### src/rtl/tt_um_cnt_ctrl.sv
// Command-driven 8-bit counter controller (IDLE/RUN/PAUSE/DONE) on the TinyTapeout pinout.
// Define CNT_CTRL_AUTORELOAD_EN to reload from start_reg on terminal instead of stopping in DONE.
module tt_um_cnt_ctrl (
  input  logic       clk,
  input  logic       rst_n,
  input  logic       ena,
  input  logic [7:0] ui_in,
  input  logic [7:0] uio_in,
  output logic [7:0] uo_out,
  output logic [7:0] uio_out,
  output logic [7:0] uio_oe
);

  localparam int unsigned W = 8;
  localparam logic [1:0] OP_LOAD_START = 2'b00;
  localparam logic [1:0] OP_LOAD_TERM  = 2'b01;
  localparam logic [1:0] OP_RUN        = 2'b10;
  localparam logic [1:0] OP_STOP       = 2'b11;
  localparam logic [W-1:0] OE_MASK     = 8'hF8;

  typedef enum logic [1:0] {S_IDLE, S_RUN, S_PAUSE, S_DONE} state_e;

  state_e         state_q, state_d;
  logic [W-1:0]   cnt_q, cnt_d;
  logic [W-1:0]   start_q, start_d;
  logic [W-1:0]   term_q, term_d;
  logic           ready_q, ready_d;
  logic           wrap_q, wrap_d;

  logic           cmd_valid;
  logic [1:0]     opcode;
  logic           accept;
  logic           terminal;
  logic           unused_uio_bits;

  assign cmd_valid       = uio_in[0];
  assign opcode          = uio_in[2:1];
  assign unused_uio_bits = ^uio_in[7:3];
  assign accept          = ena & cmd_valid & ready_q;
  assign terminal        = (cnt_q == term_q);

  always_ff @(posedge clk or negedge rst_n) begin
    if (!rst_n) begin
      state_q <= S_IDLE;
      cnt_q   <= '0;
      start_q <= '0;
      term_q  <= '1;
      ready_q <= 1'b1;
      wrap_q  <= 1'b0;
    end else begin
      state_q <= state_d;
      cnt_q   <= cnt_d;
      start_q <= start_d;
      term_q  <= term_d;
      ready_q <= ready_d;
      wrap_q  <= wrap_d;
    end
  end

  always_comb begin
    state_d = state_q;
    cnt_d   = cnt_q;
    start_d = start_q;
    term_d  = term_q;
    ready_d = ready_q;
    wrap_d  = 1'b0;

    if (ena) begin
      // One command per cmd_valid assertion: re-arm only once valid drops.
      if (accept)          ready_d = 1'b0;
      else if (!cmd_valid) ready_d = 1'b1;

      if (accept && opcode == OP_LOAD_START) start_d = ui_in;
      if (accept && opcode == OP_LOAD_TERM)  term_d  = ui_in;

      case (state_q)
        S_RUN: begin
          if (accept && opcode == OP_STOP) begin
            state_d = S_PAUSE;
          end else if (terminal) begin
`ifdef CNT_CTRL_AUTORELOAD_EN
            cnt_d  = start_q;
            wrap_d = 1'b1;
`else
            state_d = S_DONE;
`endif
          end else if (!accept) begin
            cnt_d = cnt_q + W'(1);
          end
        end
        S_PAUSE, S_DONE: begin
          if (accept) begin
            case (opcode)
              OP_LOAD_START: cnt_d = ui_in;
              OP_RUN: begin
                state_d = S_RUN;
                if (state_q == S_DONE) cnt_d = start_q;
              end
              OP_STOP: begin
                state_d = S_IDLE;
                cnt_d   = start_q;
              end
              default: ;
            endcase
          end
        end
        default: begin
          if (accept) begin
            if (opcode == OP_LOAD_START) cnt_d = ui_in;
            if (opcode == OP_RUN)        state_d = S_RUN;
          end
        end
      endcase
    end
  end

  assign uo_out  = cnt_q;
  assign uio_out = {state_q == S_PAUSE, wrap_q, state_q == S_DONE, state_q == S_RUN,
                    ready_q, 3'b000};
  assign uio_oe  = ena ? OE_MASK : '0;

endmodule

### config.mk
export PLATFORM = sky130hd
export DESIGN_NAME = tt_um_cnt_ctrl
export DESIGN_NICKNAME = d
export VERILOG_FILES = /design/src/rtl/tt_um_cnt_ctrl.sv
export SDC_FILE = /design/constraint.sdc
export NUM_CORES = 1
export LEC_CHECK = 0
export ABC_AREA = 1
export ABC_CLOCK_PERIOD_IN_PS = 3900
export BUFFER_PORTS_ARGS = -buffer_cell sky130_fd_sc_hd__buf_2
export CAP_MARGIN = 10
export CORE_MARGIN = 1.5
export CORE_UTILIZATION = 57
export CTS_CLUSTER_DIAMETER = 50
export DETAILED_ROUTE_END_ITERATION = 12
export GPL_TIMING_DRIVEN = 0
export PLACE_DENSITY = 0.95
export SLEW_MARGIN = 0
export SYNTH_ARGS = -nofsm -noshare
export SYNTH_HDL_FRONTEND = slang
export SYNTH_SLANG_ARGS = --single-unit
### constraint.sdc
create_clock -name clk -period 3.9 [get_ports clk]
set_input_delay 0.39 -clock clk [delete_from_list [all_inputs] [get_ports clk]]
set_output_delay 0.39 -clock clk [all_outputs]
set_load 0.02 [all_outputs]
# --- Yosys cells after proc, flatten, opt, wreduce, memory -nomap -nowiden ---
# Cells that the tools add are included.
word_totals:
  regBits: 27
  latchBits: 0
  ram_bits: 0
  romBits: 0
  in_bits: 19
  out_inout_bits: 24
  wordCells: 56
  memories: 0
op_classes:
  n_addsub: 1
  mul: 0
  div_mod_pow: 0
  order_cmp: 0
  eq_ne: 16
  shift: 0
  mux: 19
  n_bitwise: 2
  n_reduce_logical: 13
op_table:
  columns: ["op", "n"]
  rows:
  - ["8-bit 2-to-1 mux", 8]
  - ["8-bit one-hot mux with 3 select lines", 1]
  - ["8-bit one-hot mux with 2 select lines", 1]
  - ["2-bit 2-to-1 mux", 5]
  - ["9-bit AND reduction", 1]
  - ["8-bit by 1-bit adder with 8-bit output (second input constant)", 1]
  - ["2-bit equality test (second input constant)", 4]
  - ["8-bit equality test", 1]
  - ["2-bit inequality test (second input constant)", 4]
  - ["2-bit one-hot mux with 2 select lines", 2]
  - ["3-bit inequality test (second input constant)", 2]
  - ["2-bit AND reduction", 3]
  - ["6-bit AND reduction", 1]
  - ["3-bit nonzero test", 2]
  - ["2-bit by 1-bit equality test with 1-bit output (second input constant)", 2]
  - ["4-bit inequality test (second input constant)", 1]
  - ["1-bit logical AND", 3]
  - ["3-bit by 1-bit inequality test with 1-bit output (second input constant)", 1]
  - ["1-bit AND", 2]
  - ["2-bit zero test", 1]
  - ["1-bit 2-to-1 mux", 2]
  - ["2-bit by 1-bit inequality test with 1-bit output (second input constant)", 1]
  - ["2-bit nonzero test", 1]
  - ["2-bit OR reduction", 1]

# --- Longest topological paths before layout ---
# Gate-level depths: netlist of run 1.
depth:
  word_depth: 6
  mapped_depth: 12
  ltp_nobuf: 12

# --- Least setup slack after synthesis of run 1 ---
# Ideal clock, no wire load.
synth_timing:
  path_kind: "input -> register"
  start: "input uio_in[1]"
  end: "register cnt_q[6] (netlist: uo_out[6])"
  arrival_ns: 1.424
  required_time_ns: 3.835
  setup_slack_ns: 2.410
  stages: 11
  cell_sequence: "inv_1 -> ha_1 -> nor2_2 -> inv_1 -> nand2_1 -> nand2_1 -> o21ai_0 -> inv_1 -> o21ai_1 -> nand3_1 -> nand2_1"
synth_via:
  elab_chain_len: 4
  word_cells_on_any_way: 12
  classes_between: "eq/ne: 5; mux: 3; reduce/logical: 4"
synth_lines:
  columns: ["item", "line", "rtl"]
  rows:
  - ["from (decl)", "8", "input logic [7:0] uio_in,"]
  - ["2-bit equality test (tied with other cells)", "78, 93", null]
  - ["8-bit one-hot mux with 3 select lines / 1-bit logical AND (equally long branches)", "93, 78", null]
  - ["8-bit 2-to-1 mux / 2-bit inequality test (equally long branches)", null, null]
  - ["8-bit one-hot mux with 2 select lines / 9-bit AND reduction (equally long branches)", null, null]
  - ["to (signal assigned)", "52", "cnt_q <= cnt_d;"]
  - ["to (decl)", "24", "logic [W-1:0] cnt_q, cnt_d;"]
# Several ways; a longest one is shown, not always the timed one. The select of a mux whose other input is x is not followed.
# A chain may end at the register's enable or synchronous reset.

# --- Final worst setup path of run 1 ---
layout_timing:
  start: "register state_q[1]"
  end: "output uio_out[4]"
layout_via:
  elab_chain_len: 1
layout_lines:
  columns: ["item", "line", "rtl"]
  rows:
  - ["from (decl)", "23", "state_e state_q, state_d;"]
  - ["from (signal assigned)", "51", "state_q <= state_d;"]
  - ["2-bit by 1-bit equality test with 1-bit output", "118", "assign uio_out = {state_q == S_PAUSE, wrap_q, state_q == S_DONE, state_q == S_RUN,"]
  - ["to (decl)", "10", "output logic [7:0] uio_out,"]
# Every way passes these cells.

==> summary.txt, run 1 <==
Detailed routing
  – Post-DRT Antenna Nets: 0
  – Vias: between 1500 and 2000
  – Routed WL: 3.409 mm
  – Vias per cell: around 5.2
  – WL/cell: between 10 and 15 um
  – 1st-pass router iterations: 6
  – DRC: 0
  – Initial DRC count: 70

Logic synthesis
  – Seq/Total Area, Yosys: 39.81%
  – FF+latch count, synth: 27
  – Most numerous cell in the Yosys netlist: nand2_1
  – Yosys warning total: 0
  – EDFF count, synth: 0
  – Post-synth top area cell: dfrtp_1
  – Main synth FF type: dfrtp_1
  – Cell Area, Synth: between 1500 and 2000 um2
  – Syn_area_per_cell: between 7 and 8 um2
  – Top cell type's share of synthesized area: 26.11%
  – Ranking of synthesized cells by area: dfrtp_1 26%, nand2_1 16%, dfstp_2 14%, o21ai_0 7.5%, inv_1 5.9%
  – Post-synthesis cell type count: 27
  – Synth cell count leaders: 72 x nand2_1, 27 x inv_1, 26 x o21ai_0
  – Cells after Synth: approximately 230
  – Fraction of registers with async set/reset: 100.0%

Worst hold path
  – Worst Hold Class: in -> async

Global routing
  – Global Route Usage Sum: ~22%
  – Vias in the first global route: 1363
  – Total grt overflow: 0
  – Global-route wire length before repair: a little under 6 mm
  – Largest net degree at the start of global routing: 28
  – Initial antenna violation count: 0

CTS
  – Worst-path clk slew: between 0.1 and 0.15 ns
  – Worst-Skew Late Latency: slightly above 0.3 ns
  – H-tree depth: 1
  – Hold-fix buffers, CTS: 0
  – Clk buf depth: 2
  – CTS Root Cell: clkbuf_4
  – Setup repair bufs after CTS: 0
  – Clock tree from TritonCTS: done
  – Clock sink count: 27
  – CTS-repair resized insts: 0
  – TritonCTS Buffers: 3

Setup path
  – Critical path type: reg -> out
  – Worst setup SP type: flip-flop
  – Arr. time, crit path: about 1.4 ns
  – Req. time, crit path: ~3.5 ns
  – Critical path startpoint: state_q[1]$_DFFE_PN0P_
  – FF-to-FF Start: ready_q$_DFFE_PN1P_
  – Worst setup EP type: output port
  – Max FO, Critical Path: 8

Pwr
  – Maximum VDD drop: 0.3153 mV
  – Leakage power: approximately 1.0 nW
  – Power density cells: roughly 600 nW/um2

Timing
  – Worst slew margin: just over 60%
  – Fin crit share: 46.09%
  – Final Hold Viols: 0
  – Final Skew: 0.002001 ns
  – Final critical-path required period: around 1.8 ns
  – RSZ-0062 raised after global routing: false
  – Final Max Tran Viols: 0
  – FMAX: between 500 and 600 MHz
  – Setup TNS: 0 ns
  – Final setup viols: 0
  – Slew @ Worst Pin: 0.5897 ns

Die
  – Die width: just under 60 um
  – Initial Utilization: roughly 60%
  – Core box area: ~2800 um2
  – Chip height: 58.02 um
  – Die ar.: about 3400 um2
  – Ports: 43
  – Rows: 19

Finish
  – Layout Nets: around 300
  – Area of the multi-input gates: between 800 and 900 um2
  – Area grow syn2layout: 13.78%
  – Design Area, Final: 1963 um2
  – Layout cells sized above 1: between 20 and 25%
  – N_diodes: 0
  – Filler Cell Count: 236
  – Finished Layout Cells: around 300
  – Sequential cell area: around 700 um2

Placement
  – Port Buffer Count: 30
  – Placed Area: around 1900 um2
  – Final GP Congestion: around 0.88
  – Cell Count Post-Placement: 298
  – DP HPWL: about 2.7 mm

Outcome
  – Status: finished, final reports clean

Job
  – MaxCap Viol Count: 0
==> area by class of cell <==
| type | instances | share of cell area (%) |
|---|---|---|
| Inverter | 30 | 5.736 |
| Clock buffer | 4 | 1.338 |
| Buffer | 15 | 5.354 |
| Tap cell | 31 | 1.976 |
| Timing Repair Buffer | 30 | 7.648 |
| Multi-Input combinational cell | 165 | 42.96 |
| Sequential cell | 27 | 34.99 |
==> layer usage <==
metal | up-vias | wire [um] | global-route usage [%]
met4 | 0 | 48 | 7.309
met3 | 8 | 222 | 3.795
met5 | - | 0 | 0
met2 | 64 | 1620 | 37.34
met1 | 695 | 1518 | 29.29
li1 | 800 | - | -
==> worst max-delay path, stage by stage, from the launching register on <==
cell and delay, ns:
dfrtp_1 0.50, inv_2 0.16, nand2_4 0.11, inv_2 0.14, buf_2 0.18
==> where the power goes <==
part           internal, W  total, W  switching, W
clock network    0.0000400  0.000116     0.0000763
registers         0.000379  0.000487      0.000108
logic             0.000214  0.000577      0.000363
total             0.000634   0.00118      0.000547
==> cells in the final DEF, fill, tap and decap left out, types with 6 or more instances in the layout <==
cell,count
o21ai_0,26
nor2_1,11
conb_1,7
buf_2,30
buf_4,13
nand2_1,72
nand3_1,13
a21oi_1,6
inv_1,27
dfrtp_1,18
dfstp_2,9
==> kinds of logic after synthesis <==
kind of cell    after synthesis  synth area share, %
fa+ha+maj                     5                3.626
other cells                   1               0.2173
compound gates               46                16.32
simple gates                102                24.87
xor+xnor                      5                2.538
buf+inv                      45                12.62
flops                        27                39.81
==> worst paths after layout <==
| path | depth (start not counted) | end | slack [ns] |
|---|---|---|---|
| worst max register to register | 9 | uo_out[5]$_DFFE_PN0P_ | 2.26 |
| worst min-delay path | 1 | uo_out[7]$_DFFE_PN0P_ | 0.05 |
| worst min register to register | 2 | start_q[1]$_DFFE_PN0P_ | 0.50 |
| min in group clk | 3 | term_q[6]$_DFFE_PN1P_ | 0.32 |
| worst max-delay path | 4 | uio_out[4] | 2.10 |
| max in group asynchronous | 1 | term_q[0]$_DFFE_PN1P_ | 3.46 |
==> registers in the layout (all words and copies together) (netlist names) <==
name and count:
uo_out 8, state_q 2, term_q 8, ready_q 1, start_q 8
==> stage by stage <==
stage          utilization, %  setup WS (ns)  hold slack, ns  power [W]
2_1_floorplan               -          2.410         0.09441  0.0009031
3_3_place_gp            69.05          2.123          0.4093   0.001039
3_5_place_dp            69.05          2.039          0.4187   0.001063
4_1_cts                 69.98          2.108         0.05786   0.001180
5_1_grt                 69.98          2.035         0.07014   0.001284
6_report                69.98          2.103         0.05363   0.001181
(Power assumes the default switching activity.)
==> inputs of run 2 (changes only) <==
--- a/config.mk
+++ b/config.mk
@@ -6,15 +6,15 @@
 export NUM_CORES = 1
 export LEC_CHECK = 0
 export ABC_AREA = 1
-export ABC_CLOCK_PERIOD_IN_PS = 3900
+export ABC_CLOCK_PERIOD_IN_PS = 1550
 export BUFFER_PORTS_ARGS = -buffer_cell sky130_fd_sc_hd__buf_2
 export CAP_MARGIN = 10
 export CORE_MARGIN = 1.5
-export CORE_UTILIZATION = 57
+export CORE_UTILIZATION = 48
 export CTS_CLUSTER_DIAMETER = 50
 export DETAILED_ROUTE_END_ITERATION = 12
 export GPL_TIMING_DRIVEN = 0
-export PLACE_DENSITY = 0.95
+export PLACE_DENSITY = 0.88
 export SLEW_MARGIN = 0
 export SYNTH_ARGS = -nofsm -noshare
 export SYNTH_HDL_FRONTEND = slang
==> constraint.sdc (replaced) <==
create_clock -name clk -period 1.55 [get_ports clk]
set_input_delay 0.155 -clock clk [delete_from_list [all_inputs] [get_ports clk]]
set_output_delay 0.155 -clock clk [all_outputs]
set_load 0.02 [all_outputs]
==> summary.txt, run 2 (synthesis results as in run 1) <==
CTS
  – CTS Root Cell: clkbuf_4 (unchanged)
  – Worst-Skew Late Latency: 0.34 ns (was 0.31 ns)
  – Clock sink count: 27 (unchanged)
  – Worst-path clk slew: 0.15 ns (was 0.13 ns)
  – Clock tree from TritonCTS: done (unchanged)
  – H-tree depth: 1 (unchanged)
  – TritonCTS Buffers: 3 (unchanged)
  – Clk buf depth: 2 (unchanged)

Global routing
  – Met3 Use GR: 2.703% (was 3.795%)
  – Gr busiest metal: met2 (unchanged)
  – Initial antenna violation count: 0 (unchanged)
  – Vias in the first global route: 1509 (was 1363)
  – Met1 Usage GRT: 25.69% (was 29.29%)
  – Largest net degree at the start of global routing: 28 (unchanged)
  – Total grt overflow: 0 (unchanged)
  – Global-route wire length before repair: 6.285 mm (was 5.837 mm)
  – Global Route Usage Sum: 19.64% (was 22.25%)
  – Global routing met2 resource utilization: 32.58% (was 37.34%)

Timing
  – Final Max Tran Viols: 0 (unchanged)
  – Final Worst Setup Slack: -0.01485 ns (was 2.103 ns)
  – Worst slew margin: 56.77% (was 60.69%)
  – Final Skew: 0.009186 ns (was 0.002001 ns)
  – Final setup viols: 7 (was 0)
  – FMAX: 639.0 MHz
  – RSZ-0062 raised after global routing: true (was false)
  – Final Hold Viols: 0 (unchanged)
  – Fin crit share: 101.0%
  – Slew @ Worst Pin: 0.6416 ns (was 0.5897 ns)
  – Final critical-path required period: 1.565 ns

Setup path
  – Worst setup SP type: flip-flop (unchanged)
  – Critical path type: reg -> reg (was reg -> out)
  – Max FO, Critical Path: 8 (unchanged)
  – Worst setup EP type: flip-flop (was output port)
  – Req. time, crit path: 1.79 ns (was 3.51 ns)
  – Arr. time, crit path: 1.81 ns (was 1.41 ns)
  – Critical path startpoint: ready_q$_DFFE_PN1P_ (was state_q[1]$_DFFE_PN0P_)
  – Worst reg2reg setup slack: -0.01 ns (was 2.26 ns)
  – FF-to-FF Start: ready_q$_DFFE_PN1P_ (unchanged)

Placement
  – DP HPWL: 2.623 mm (was 2.728 mm)
  – Port Buffer Count: 30 (unchanged)
  – Placed Area: 1956 um2 (was 1937 um2)
  – Final GP Congestion: 0.8205 (was 0.8830)
  – Pre-CTS WS: -0.05583 ns (was 2.039 ns)

Die
  – Ports: 43 (unchanged)
  – Chip height: 62.96 um (was 58.02 um)
  – Die width: 62.96 um (was 58.02 um)
  – Core box area: 3390 um2 (was 2805 um2)
  – Die ar.: 3963 um2 (was 3366 um2)
  – Initial Utilization: 50.90% (was 61.51%)
  – Rows: 21 (was 19)

Finish
  – N_diodes: 0 (unchanged)
  – Area of the multi-input gates: 869.6 um2 (was 843.3 um2)
  – Most frequent cells in the layout: 70 x nand2_1, 30 x buf_2, 26 x inv_1 (was 72 x nand2_1, 30 x buf_2, 27 x inv_1)
  – Most common cell after layout, fill and taps aside: nand2_1 (unchanged)
  – Design Area, Final: 2043 um2 (was 1963 um2)
  – Filler Cell Count: 298 (was 236)
  – Sequential cell area: 688.2 um2 (was 686.9 um2)
  – Layout cells sized above 1: 27.64% (was 24.35%)
  – Layout Nets: 300 (was 296)
  – Area grow syn2layout: 18.42% (was 13.78%)

Detailed routing
  – Vias per cell: 4.947 (was 5.189)
  – 1st-pass router iterations: 4 (was 6)
  – Routed WL: 3.548 mm (was 3.409 mm)
  – Vias: 1588 (was 1567)
  – Initial DRC count: 73 (was 70)
  – DRC: 0 (unchanged)
  – Post-DRT Antenna Nets: 0 (unchanged)
  – WL/cell: 11.05 um (was 11.29 um)

Job
  – MaxCap Viol Count: 0 (unchanged)

Outcome
  – Status: complete, but fails checks (was finished, final reports clean)
  – Failing checks: negative setup slack

Worst hold path
  – Worst hold path startpoint: ui_in[7]
  – Worst Hold Class: in -> reg (was in -> async)

Pwr
  – Power density cells: 1516 nW/um2 (was 601.4 nW/um2)
  – Maximum VDD drop: 0.6151 mV (was 0.3153 mV)
  – Leakage power: 1.082 nW (was 1.048 nW)
[run 2: power by group]
group / internal (W) / leakage, nW / switching [W]
registers: 0.000957 / 0.320 / 0.000249
clock network: 0.0000971 / 0.0177 / 0.000216
logic: 0.000579 / 0.743 / 0.00100
total: 0.00163 / 1.08 / 0.00146
[run 2: final timing paths]
path | end | depth (start not counted)
setup / recovery | uo_out[2]$_DFFE_PN0P_ | 9
hold / removal | term_q[7]$_DFFE_PN1P_ | 3
setup reg to reg | uo_out[2]$_DFFE_PN0P_ | 9
hold reg to reg | start_q[0]$_DFFE_PN0P_ | 2
max in group asynchronous | state_q[1]$_DFFE_PN0P_ | 2
min in group asynchronous | uo_out[7]$_DFFE_PN0P_ | 2
[run 2: per-layer routing]
| layer | share of wire (%) | up-vias | routed length (um) |
|---|---|---|---|
| li1 | - | 816 | - |
| met1 | 48 | 727 | 1688 |
| met2 | 47 | 40 | 1680 |
| met3 | 3.8 | 5 | 134 |
| met4 | 1.2 | 0 | 44 |
| met5 | 0 | - | 0 |
[run 2: cell type report]
type,count,area share [%]
Multi-Input combinational cell,166,42.56
Sequential cell,27,33.68
Timing Repair Buffer,34,8.941
Inverter,30,5.634
Buffer,14,5.021
Tap cell,46,2.817
Clock buffer,3,1.102
Clock inverter,1,0.2449
[run 2: timing repair]
action,in CTS,in global routing
hold buffers,1,0
endpoints found under the hold margin,18,0
gates cloned,1,0
setup buffers,3,0
gates resized for setup,1,9
setup endpoints to repair,9,17
pin swaps,1,2
[run 2: stage by stage]
step           cells  TNS (ns)  power [W]  utilization, %  hold WS, ns
3_3_place_gp     313   -0.1691   0.002622           57.70       0.1787
6_report         321  -0.03907   0.003097           60.28      0.05481
3_5_place_dp     313   -0.4169   0.002666           57.70       0.1819
5_1_grt          321   -0.5872   0.003358           60.28      0.06259
4_1_cts          322         0   0.003025           59.76      0.06355
2_1_floorplan    237         0   0.002272               -      -0.1406
[run 2: worst max-delay path, cell delays in order, from the launching register on]
cell and delay [ns]:
dfstp_2 0.57, inv_2 0.04, nor2_4 0.15, inv_2 0.07
o21ai_4 0.07, o21ai_4 0.10, a21oi_4 0.22, nand2_4 0.12
nand2_1 0.08, nand2_1 0.05
